### src/rtl/rv32i_control.sv
// RV32I single-cycle decode/control: operand, writeback, memory and next-PC
// steering, plus a sticky illegal-instruction flag.
module rv32i_control #(
  parameter logic [31:0] RESET_PC = 32'h0000_0000
) (
  input  logic        clk,
  input  logic        rst,
  input  logic [31:0] imem_in,
  input  logic [31:0] pc,
  output logic [9:0]  alu_cid_out,
  output logic [31:0] alu_arg1_out,
  output logic [31:0] alu_arg2_out,
  input  logic [31:0] alu_arg_in,
  output logic [4:0]  reg_rd_idx1_out,
  output logic [4:0]  reg_rd_idx2_out,
  input  logic [31:0] reg_rd_data1_in,
  input  logic [31:0] reg_rd_data2_in,
  output logic        reg_wr_en_out,
  output logic [4:0]  reg_wr_idx_out,
  output logic [31:0] reg_wr_data_out,
  output logic [31:0] pc_next,
  output logic [31:0] dmem_rd_addr_out,
  input  logic [31:0] dmem_rd_data_in,
  output logic        dmem_wr_en_out,
  output logic [31:0] dmem_wr_addr_out,
  output logic [31:0] dmem_wr_data_out,
  output logic        illegal_instr_out
);

  localparam logic [6:0] OPC_OP     = 7'b0110011;
  localparam logic [6:0] OPC_OPIMM  = 7'b0010011;
  localparam logic [6:0] OPC_LUI    = 7'b0110111;
  localparam logic [6:0] OPC_AUIPC  = 7'b0010111;
  localparam logic [6:0] OPC_JAL    = 7'b1101111;
  localparam logic [6:0] OPC_JALR   = 7'b1100111;
  localparam logic [6:0] OPC_BRANCH = 7'b1100011;
  localparam logic [6:0] OPC_LOAD   = 7'b0000011;
  localparam logic [6:0] OPC_STORE  = 7'b0100011;
  localparam logic [6:0] OPC_FENCE  = 7'b0001111;
  localparam logic [6:0] OPC_SYSTEM = 7'b1110011;

  localparam logic [9:0] A_ADD  = 10'b00_0000_0001;
  localparam logic [9:0] A_SUB  = 10'b00_0000_0010;
  localparam logic [9:0] A_SLL  = 10'b00_0000_0100;
  localparam logic [9:0] A_SLT  = 10'b00_0000_1000;
  localparam logic [9:0] A_SLTU = 10'b00_0001_0000;
  localparam logic [9:0] A_XOR  = 10'b00_0010_0000;
  localparam logic [9:0] A_SRL  = 10'b00_0100_0000;
  localparam logic [9:0] A_SRA  = 10'b00_1000_0000;
  localparam logic [9:0] A_OR   = 10'b01_0000_0000;
  localparam logic [9:0] A_AND  = 10'b10_0000_0000;

  logic [6:0]  opc;
  logic [2:0]  f3;
  logic [6:0]  f7;
  logic        f7_zero;
  logic        f7_alt;
  logic [31:0] imm_i;
  logic [31:0] imm_s;
  logic [31:0] imm_b;
  logic [31:0] imm_u;
  logic [31:0] imm_j;
  logic [31:0] pc_plus4;
  logic [31:0] jalr_tgt;
  logic [7:0]  ld_byte;
  logic [15:0] ld_half;
  logic        br_eq;
  logic        br_lt;
  logic        br_ltu;
  logic        illegal;

  assign opc     = imem_in[6:0];
  assign f3      = imem_in[14:12];
  assign f7      = imem_in[31:25];
  assign f7_zero = (f7 == 7'h00);
  assign f7_alt  = (f7 == 7'h20);

  assign imm_i = {{20{imem_in[31]}}, imem_in[31:20]};
  assign imm_s = {{20{imem_in[31]}}, imem_in[31:25], imem_in[11:7]};
  assign imm_b = {{19{imem_in[31]}}, imem_in[31], imem_in[7],
                  imem_in[30:25], imem_in[11:8], 1'b0};
  assign imm_u = {imem_in[31:12], 12'b0};
  assign imm_j = {{11{imem_in[31]}}, imem_in[31], imem_in[19:12],
                  imem_in[20], imem_in[30:21], 1'b0};

  assign pc_plus4 = pc + 32'd4;
  assign jalr_tgt = (reg_rd_data1_in + imm_i) & ~32'd1;

  assign reg_rd_idx1_out  = imem_in[19:15];
  assign reg_rd_idx2_out  = imem_in[24:20];
  assign reg_wr_idx_out   = imem_in[11:7];
  assign dmem_rd_addr_out = alu_arg_in;
  assign dmem_wr_addr_out = alu_arg_in;
  assign dmem_wr_data_out = reg_rd_data2_in;

  assign br_eq  = (reg_rd_data1_in == reg_rd_data2_in);
  assign br_lt  = ($signed(reg_rd_data1_in) < $signed(reg_rd_data2_in));
  assign br_ltu = (reg_rd_data1_in < reg_rd_data2_in);

  always_comb begin
    ld_byte = dmem_rd_data_in[7:0];
    unique case (alu_arg_in[1:0])
      2'd0: ld_byte = dmem_rd_data_in[7:0];
      2'd1: ld_byte = dmem_rd_data_in[15:8];
      2'd2: ld_byte = dmem_rd_data_in[23:16];
      2'd3: ld_byte = dmem_rd_data_in[31:24];
    endcase
    ld_half = alu_arg_in[1] ? dmem_rd_data_in[31:16]
                            : dmem_rd_data_in[15:0];
  end

  always_comb begin
    alu_cid_out     = A_ADD;
    alu_arg1_out    = reg_rd_data1_in;
    alu_arg2_out    = reg_rd_data2_in;
    reg_wr_en_out   = 1'b0;
    reg_wr_data_out = alu_arg_in;
    pc_next         = pc_plus4;
    dmem_wr_en_out  = 1'b0;
    illegal         = 1'b0;
    unique case (opc)
      OPC_OP: begin
        reg_wr_en_out = 1'b1;
        unique case (f3)
          3'b000: begin
            alu_cid_out = f7_alt ? A_SUB : A_ADD;
            illegal     = !(f7_zero || f7_alt);
          end
          3'b001: begin alu_cid_out = A_SLL;  illegal = !f7_zero; end
          3'b010: begin alu_cid_out = A_SLT;  illegal = !f7_zero; end
          3'b011: begin alu_cid_out = A_SLTU; illegal = !f7_zero; end
          3'b100: begin alu_cid_out = A_XOR;  illegal = !f7_zero; end
          3'b101: begin
            alu_cid_out = f7_alt ? A_SRA : A_SRL;
            illegal     = !(f7_zero || f7_alt);
          end
          3'b110: begin alu_cid_out = A_OR;   illegal = !f7_zero; end
          3'b111: begin alu_cid_out = A_AND;  illegal = !f7_zero; end
        endcase
      end
      OPC_OPIMM: begin
        reg_wr_en_out = 1'b1;
        alu_arg2_out  = imm_i;
        unique case (f3)
          3'b000: alu_cid_out = A_ADD;
          3'b001: begin alu_cid_out = A_SLL; illegal = !f7_zero; end
          3'b010: alu_cid_out = A_SLT;
          3'b011: alu_cid_out = A_SLTU;
          3'b100: alu_cid_out = A_XOR;
          3'b101: begin
            alu_cid_out = f7_alt ? A_SRA : A_SRL;
            illegal     = !(f7_zero || f7_alt);
          end
          3'b110: alu_cid_out = A_OR;
          3'b111: alu_cid_out = A_AND;
        endcase
      end
      OPC_LUI: begin
        reg_wr_en_out = 1'b1;
        alu_arg1_out  = 32'd0;
        alu_arg2_out  = imm_u;
      end
      OPC_AUIPC: begin
        reg_wr_en_out = 1'b1;
        alu_arg1_out  = pc;
        alu_arg2_out  = imm_u;
      end
      OPC_JAL: begin
        reg_wr_en_out   = 1'b1;
        reg_wr_data_out = pc_plus4;
        pc_next         = pc + imm_j;
      end
      OPC_JALR: begin
        reg_wr_en_out   = 1'b1;
        reg_wr_data_out = pc_plus4;
        alu_arg2_out    = imm_i;
        pc_next         = jalr_tgt;
        illegal         = (f3 != 3'b000);
      end
      OPC_BRANCH: begin
        alu_cid_out = A_SUB;
        unique case (f3)
          3'b000: if (br_eq)   pc_next = pc + imm_b;
          3'b001: if (!br_eq)  pc_next = pc + imm_b;
          3'b100: if (br_lt)   pc_next = pc + imm_b;
          3'b101: if (!br_lt)  pc_next = pc + imm_b;
          3'b110: if (br_ltu)  pc_next = pc + imm_b;
          3'b111: if (!br_ltu) pc_next = pc + imm_b;
          default: illegal = 1'b1;
        endcase
      end
      OPC_LOAD: begin
        reg_wr_en_out = 1'b1;
        alu_arg2_out  = imm_i;
        unique case (f3)
          3'b000: reg_wr_data_out = {{24{ld_byte[7]}}, ld_byte};
          3'b001: reg_wr_data_out = {{16{ld_half[15]}}, ld_half};
          3'b010: reg_wr_data_out = dmem_rd_data_in;
          3'b100: reg_wr_data_out = {24'd0, ld_byte};
          3'b101: reg_wr_data_out = {16'd0, ld_half};
          default: illegal = 1'b1;
        endcase
      end
      OPC_STORE: begin
        alu_arg2_out = imm_s;
        // only word stores exist; byte/half stores count as illegal
        if (f3 == 3'b010) dmem_wr_en_out = 1'b1;
        else              illegal = 1'b1;
      end
      OPC_FENCE, OPC_SYSTEM: ;
      default: illegal = 1'b1;
    endcase
    if (illegal) begin
      reg_wr_en_out  = 1'b0;
      dmem_wr_en_out = 1'b0;
      pc_next        = pc_plus4;
    end
    if (reg_wr_idx_out == 5'd0) reg_wr_en_out = 1'b0;
    if (rst) begin
      reg_wr_en_out  = 1'b0;
      dmem_wr_en_out = 1'b0;
      pc_next        = RESET_PC;
    end
  end

  always_ff @(posedge clk or posedge rst) begin
    if (rst)          illegal_instr_out <= 1'b0;
    else if (illegal) illegal_instr_out <= 1'b1;
  end

endmodule

### config.mk
export PLATFORM = sky130hd
export DESIGN_NAME = rv32i_control
export DESIGN_NICKNAME = d
export VERILOG_FILES = /design/src/rtl/rv32i_control.sv
export SDC_FILE = /design/constraint.sdc
export NUM_CORES = 1
export LEC_CHECK = 0
export ABC_AREA = 1
export CAP_MARGIN = 20
export CORE_MARGIN = 4
export CORE_UTILIZATION = 42
export CTS_BUF_LIST = sky130_fd_sc_hd__clkbuf_8
export CTS_CLUSTER_SIZE = 16
export DETAILED_ROUTE_END_ITERATION = 8
export PLACE_DENSITY = 0.85
export SYNTH_ARGS = -nofsm -noshare
export SYNTH_HDL_FRONTEND = slang
export SYNTH_SLANG_ARGS = --single-unit
### constraint.sdc
create_clock -name clk -period 5.15 [get_ports clk]
set_input_delay 0.515 -clock clk [delete_from_list [all_inputs] [get_ports clk]]
set_output_delay 0.515 -clock clk [all_outputs]
set_load 0.005 [all_outputs]
==> metrics.csv, run 1 <==
stage,metric,value,unit
status,run_status,"complete, no violations",
die,num_io_pins,446,
finish,stdcell_count,3048,
routing,firstDrtPassIters,7,
synth,syn_inst,2319,
critical_path,critPathBufInv,6,
routing,num_vias,18849,
pwr,worst_ir_drop_vdd,0.08663,mV
pwr,swShare,0.6082,
placed_design,place_hpwl,67050,um
routing,drt_wl_total,78830,um
flow_run,maxCapViolCount,0,
sta,fin_setup_tns,0,ns
global_route,gr-usage-all-layers,0.4725,
worst_hold_path,hp-start,illegal_instr_out$_DFFE_PP0P_,
critical_path,crit_start,pc[2],
sta,rsz0062_at_grt,no,
placed_design,dp.cells,3044,
critical_path,crit_slowest_cell,clkdlybuf4s50_1,
cts,cts.clk_slew.worst_paths,0,ns
die,fp.dieW,177.5,um
finish,syn2layout_area_growth,36.63,%
critical_path,crit_fanout,8,
synth,yosys.area.top_type_share,0.1942,
synth,synthMuxAreaShare,0,
sta,fmax,198.1,MHz
routing,drtIter0Drc,2667,
finish,fillers,2865,
sta,finClkSkew,0,ns
finish,reg_top3,illegal_instr_out (1),
synth,synth_area_leaders,"nand2_1 19%, ha_1 11%, inv_1 9.4%",
synth,ys_top_cells_by_count,"624 x nand2_1, 301 x inv_1, 221 x nor2_1",
synth,synth_seq_cells,1,
global_route,overflow,0,
placed_design,gp_congestion,1.106,
cts,clk-insertion-delay-late,0,ns
worst_hold_path,min_path_type,reg -> reg,
synth,syn_area_per_cell,5.202,um2
pwr,finalPower,1.747,mW
global_route,first_global_vias,17501,
cts,cts_setup_buffers,0,
critical_path,r2r-start,illegal_instr_out$_DFFE_PP0P_,
sta,fin_crit_sh,0.9803,
placed_design,postPlaceCellArea,16470,um2
die,start_util,0.4295,
routing,avgRoutedWirePerCell,25.86,um
pwr,clkPwrFrac,0,
placed_design,pre_cts_slack,0.3510,ns
die,die_y,177.5,um
finish,design_area,16480,um2
critical_path,crit_type,in -> out,
pwr,seq_power_share,0.005,
synth,yosysUniqueCellTypes,53,
synth,synth_ff_type,dfrtp_1,
critical_path,required,4.64,ns
synth,yosysTopAreaCell,nand2_1,
critical_path,worstSetupEndpointType,output port,
pwr,netSwitchingPower,1.063,mW
routing,postRouteAntennaNets,0,
pwr,p_int,0.6845,mW
sta,slew_headroom,0.3257,
critical_path,r2r_slack,4.39,ns
pwr,p_comb_frac,0.995,
critical_path,crit_path_start_kind,input port,
sta,fin_crit,5.049,ns
pwr,powerDensity,106.0,nW/um2
die,rows,61,
finish,multi_input_area,9779,um2
die,core-area,28090,um2
critical_path,crit_top_cell,nand2_1,
global_route,grt_pass1_wl,111600,um
global_route,grt_start_max_net_pins,41,
critical_path,crit_chain,clkdlybuf4s50_1 > inv_1 > nor2_1 > nand2_1 > inv_1 > nand2_1 > nor2_1 > nand3_1 > nand2_1 > inv_1 > nand3_1 > nand4_1 > nor2_1 > nand3_1 > nand2_1 > nand3_1 > nand2_1 > inv_1 > clkdlybuf4s50_1,
finish,largest_register_ffs,1,
sta,worst_pin_slew,1.004,ns
synth,synth_area,12060,um2
synth,synth_compound_area_frac,0.2757,
synth,synthAdderAreaFrac,0.1149,
synth,synth_top_family_by_area,simple AND/OR/NAND/NOR gates,
critical_path,cp_top_family,simple AND/OR/NAND/NOR gates,
finish,top_register,illegal_instr_out,
global_route,antenna_found_initial,8,
placed_design,portBuffers,445,
sta,finalHoldViolCount,0,
synth,async_reset_ff_frac,1.000,
cts,post_cts_hold_buffer_count,0,
critical_path,slowest_delay,0.76,ns
sta,finalSetupViolCount,0,
synth,syn_nets,2622,
sta,worst_slack,0.1012,ns
cts,cts_resized,0,
finish,drive_gt1_frac,0.04839,
critical_path,crit_arrival,4.53,ns
finish,regArea,25.02,um2
sta,maxSlewViolCount,0,
synth,synth_warnings,0,
synth,synth.most_common_cell,nand2_1,
synth,synth_xor_area_frac,0.03049,
finish,final_nets,2971,
routing,via_per_inst,6.184,
routing,drc,0,
synth,seq_area_frac_synth,0.002074,
pwr,p_leak,7.769,nW
die,dieArea,31500,um2
synth,yosys.area_share.simple,0.3892,
synth,synth_edf_count,0,
final timing paths:
path / endpoint / cells after the start
min in group asynchronous: illegal_instr_out$_DFFE_PP0P_ / 3
hold / removal: illegal_instr_out$_DFFE_PP0P_ / 1
max in group asynchronous: illegal_instr_out$_DFFE_PP0P_ / 3
hold reg to reg: illegal_instr_out$_DFFE_PP0P_ / 1
setup reg to reg: illegal_instr_out$_DFFE_PP0P_ / 1
setup / recovery: pc_next[27] / 19
final cells by class:
type	count	area share
inverters	312	0.07105
well taps	378	0.02869
diodes	4	0.0006073
multi-input cells	1833	0.5933
repair buffers	520	0.3048
flip-flops and latches	1	0.001518
cell usage in the layout (no fill, tap or decap), types with 5 or more instances in the layout:
| cell type | n |
|---|---|
| a21o_1 | 7 |
| a21oi_1 | 215 |
| a221o_1 | 7 |
| a22oi_1 | 8 |
| a31oi_1 | 17 |
| buf_4 | 74 |
| clkdlybuf4s50_1 | 444 |
| ha_1 | 106 |
| inv_1 | 301 |
| inv_2 | 7 |
| nand2_1 | 624 |
| nand3_1 | 145 |
| nand4_1 | 42 |
| nor2_1 | 220 |
| nor2_2 | 9 |
| nor3_1 | 28 |
| nor4_1 | 8 |
| o211ai_1 | 38 |
| o211ai_2 | 5 |
| o21a_1 | 8 |
| o21ai_0 | 176 |
| o21ai_1 | 8 |
| o21bai_1 | 13 |
| o221ai_1 | 36 |
| o22ai_1 | 18 |
| or2_2 | 16 |
| xnor2_1 | 10 |
| xor2_1 | 32 |
power by group through the flow:
stage / Combinational, mW / Clock, mW / Sequential [mW]
floorplan: 0.865 / 0 / 0.00800
global placement: 1.64 / 0 / 0.00800
detailed placement: 1.65 / 0 / 0.00800
CTS: 1.66 / 0 / 0.00800
global route: 1.83 / 0.0000000784 / 0.00800
finish: 1.74 / 0.0000000843 / 0.00800
stage by stage:
| step | hold WS (ns) | util |
|---|---|---|
| 2_1_floorplan | 0.4041 | - |
| 3_3_place_gp | 0.4504 | 0.5865 |
| 3_5_place_dp | 0.4605 | 0.5865 |
| 4_1_cts | 0.4568 | 0.5865 |
| 5_1_grt | 0.4664 | 0.5868 |
| 6_report | 0.4545 | 0.5869 |
metal layers:
| layer | up-vias | track usage | part of all wire |
|---|---|---|---|
| li1 | 8382 | - | - |
| met1 | 8488 | 0.5801 | 0.36 |
| met2 | 1603 | 0.6902 | 0.40 |
| met3 | 366 | 0.1798 | 0.15 |
| met4 | 10 | 0.2991 | 0.080 |
| met5 | - | 0 | 0.00090 |
cell families after synthesis:
group	after synthesis
AO/OA/AOI/OAI	568
flip-flops	1
buffers and inverters	485
adder cells (fa/ha/maj)	109
AND/OR/NAND/NOR	1114
XOR/XNOR	42
Note: power is estimated with default switching activity, not from simulation.
==> run 2, diff against run 1 <==
--- a/config.mk
+++ b/config.mk
@@ -7,12 +7,14 @@
 export LEC_CHECK = 0
 export ABC_AREA = 1
 export CAP_MARGIN = 20
+export CELL_PAD_IN_SITES_DETAIL_PLACEMENT = 0
+export CELL_PAD_IN_SITES_GLOBAL_PLACEMENT = 1
 export CORE_MARGIN = 4
-export CORE_UTILIZATION = 42
+export CORE_UTILIZATION = 32
 export CTS_BUF_LIST = sky130_fd_sc_hd__clkbuf_8
 export CTS_CLUSTER_SIZE = 16
 export DETAILED_ROUTE_END_ITERATION = 8
-export PLACE_DENSITY = 0.85
+export PLACE_DENSITY = 0.95
 export SYNTH_ARGS = -nofsm -noshare
 export SYNTH_HDL_FRONTEND = slang
 export SYNTH_SLANG_ARGS = --single-unit
==> metrics.csv, run 2 (synthesis results as in run 1) <==
stage,metric,value,unit,change
finish,regArea,25.02,um2,unchanged
die,start_util,0.3272,,-0.1023
finish,top_register,illegal_instr_out,,
cts,cts_setup_buffers,0,,unchanged
sta,fin_crit,4.933,ns,-0.1159 ns
die,dieArea,40870,um2,+30%
sta,fin_setup_tns,0,ns,unchanged
pwr,netSwitchingPower,1.061,mW,-0.18%
global_route,overflow,0,,unchanged
pwr,p_int,0.7072,mW,+3.3%
placed_design,place_hpwl,71280,um,+6.3%
finish,layout_common_cells,"624 x nand2_1, 444 x clkdlybuf4s50_1, 301 x inv_1",,
global_route,grt_pass1_wl,117200,um,+5.0%
placed_design,portBuffers,445,,unchanged
die,die_y,202.2,um,+14%
pwr,p_comb_frac,0.995,,about the same
placed_design,postPlaceCellArea,16980,um2,+3.1%
sta,finalHoldViolCount,0,,unchanged
critical_path,crit_path_start_kind,input port,,
die,core-area,36870,um2,+31%
cts,cts.clk_slew.worst_paths,0,ns,unchanged
routing,postRouteAntennaNets,0,,unchanged
finish,final_nets,3012,,+1.4%
pwr,seq_power_share,0.005,,about the same
global_route,gr-usage-all-layers,0.3771,,-0.09542
worst_hold_path,min_path_type,reg -> reg,,
sta,finalSetupViolCount,0,,unchanged
sta,worst_pin_slew,0.8632,ns,-0.1405 ns
global_route,first_global_vias,17340,,-0.92%
finish,final_common_cell,nand2_1,,
cts,cts_resized,0,,unchanged
die,num_io_pins,446,,unchanged
cts,post_cts_hold_buffer_count,0,,unchanged
pwr,worst_ir_drop_vdd,0.03737,mV,-57%
placed_design,gp_congestion,1.046,,-5.5%
routing,num_vias,18319,,-2.8%
finish,largest_register_ffs,1,,unchanged
routing,via_per_inst,5.700,,-7.8%
critical_path,crit_type,in -> out,,
routing,avgRoutedWirePerCell,25.66,um,-0.77%
pwr,swShare,0.6000,,-0.008234
finish,multi_input_area,9788,um2,about the same
finish,reg_top3,illegal_instr_out (1),,
finish,syn2layout_area_growth,40.85,%,
pwr,p_leak,7.986,nW,+2.8%
sta,rsz0062_at_grt,no,,
die,fp.dieW,202.2,um,+14%
finish,fillers,4025,,+40%
die,rows,70,,+15%
global_route,grt_start_max_net_pins,41,,unchanged
routing,firstDrtPassIters,6,,-1
sta,finClkSkew,0,ns,unchanged
pwr,clkPwrFrac,0,,unchanged
cts,clk-insertion-delay-late,0,ns,unchanged
global_route,antenna_found_initial,2,,-6
routing,drc,0,,unchanged
finish,design_area,16990,um2,+3.1%
status,run_status,"complete, no violations",,
routing,drtIter0Drc,1840,,-31%
sta,maxSlewViolCount,0,,unchanged
critical_path,crit_fanout,23,,+15
flow_run,maxCapViolCount,0,,unchanged
sta,fmax,202.7,MHz,+2.3%
finish,post-route-util,0.4608,,-0.1260
finish,drive_gt1_frac,0.06317,,+0.01478
critical_path,required,4.64,ns,about the same
critical_path,worstSetupEndpointType,output port,,
critical_path,crit_arrival,4.42,ns,-0.11 ns
sta,fin_crit_sh,0.9578,,-0.02251
sta,slew_headroom,0.4224,,+0.09666
routing,drt_wl_total,82480,um,+4.6%
pwr,powerDensity,104.0,nW/um2,-1.8%
==> run 2: changes by cell type in the layout (fill, tap and decap cells not counted), sizes merged <==
cell   change
diode      -1
buf       +41
==> run 2: stage by stage <==
step           std cells  hold slack [ns]  setup WS, ns  total power [mW]
2_1_floorplan       2319           0.4041         2.112            0.8728
3_3_place_gp        3211           0.4517        0.2769             1.721
3_5_place_dp        3211           0.4594        0.2338             1.716
4_1_cts             3211           0.4608        0.2239             1.726
5_1_grt             3212           0.4871       0.03760             1.880
6_report            3214           0.4597        0.2171             1.768
==> run 2: cell type report <==
| class | instances | share of cell area |
|---|---|---|
| well taps | 504 | 0.03711 |
| repair buffers | 561 | 0.3160 |
| inverters | 312 | 0.06892 |
| multi-input cells | 1833 | 0.5760 |
| diodes | 3 | 0.0004418 |
| flip-flops and latches | 1 | 0.001473 |
==> run 2: worst paths after layout <==
check | from | endpoint | slack [ns] | cells past startpoint
min in group asynchronous | rst | illegal_instr_out$_DFFE_PP0P_ | 0.94 | 3
worst max register to register | illegal_instr_out$_DFFE_PP0P_ | illegal_instr_out$_DFFE_PP0P_ | 4.38 | 1
worst min-delay path | illegal_instr_out$_DFFE_PP0P_ | illegal_instr_out$_DFFE_PP0P_ | 0.46 | 1
max in group asynchronous | rst | illegal_instr_out$_DFFE_PP0P_ | 4.10 | 3
worst min register to register | illegal_instr_out$_DFFE_PP0P_ | illegal_instr_out$_DFFE_PP0P_ | 0.46 | 1
worst max-delay path | imem_in[13] | pc_next[19] | 0.22 | 15
==> run 2: worst max-delay path, stage by stage <==
cell	delay [ns]
clkdlybuf4s50_1	0.91
nor2_1	0.14
inv_1	0.14
nor2_1	0.05
inv_1	0.36
nand3_1	0.25
nand2_1	0.12
nand2_1	0.06
nor2_2	0.31
nand3_4	0.23
buf_12	0.22
o211ai_2	0.13
nand2_1	0.07
a21oi_1	0.29
clkdlybuf4s50_1	0.58
==> run 2: per-layer routing <==
metal,track usage,part of all wire,routed length [um],vias up
met5,0,0.00028,23,-
met4,0.1746,0.059,4872,4
met3,0.04781,0.079,6497,222
met2,0.6481,0.47,38440,1069
met1,0.4691,0.40,32640,8544
li1,-,-,-,8480
==> run 2: power by group through the flow <==
stage,Combinational (mW),Clock (mW),Sequential (mW)
floorplan,0.865,0,0.00800
global placement,1.71,0,0.00800
detailed placement,1.71,0,0.00800
CTS,1.72,0,0.00800
global route,1.87,0.0000000260,0.00800
finish,1.76,0.0000000266,0.00800
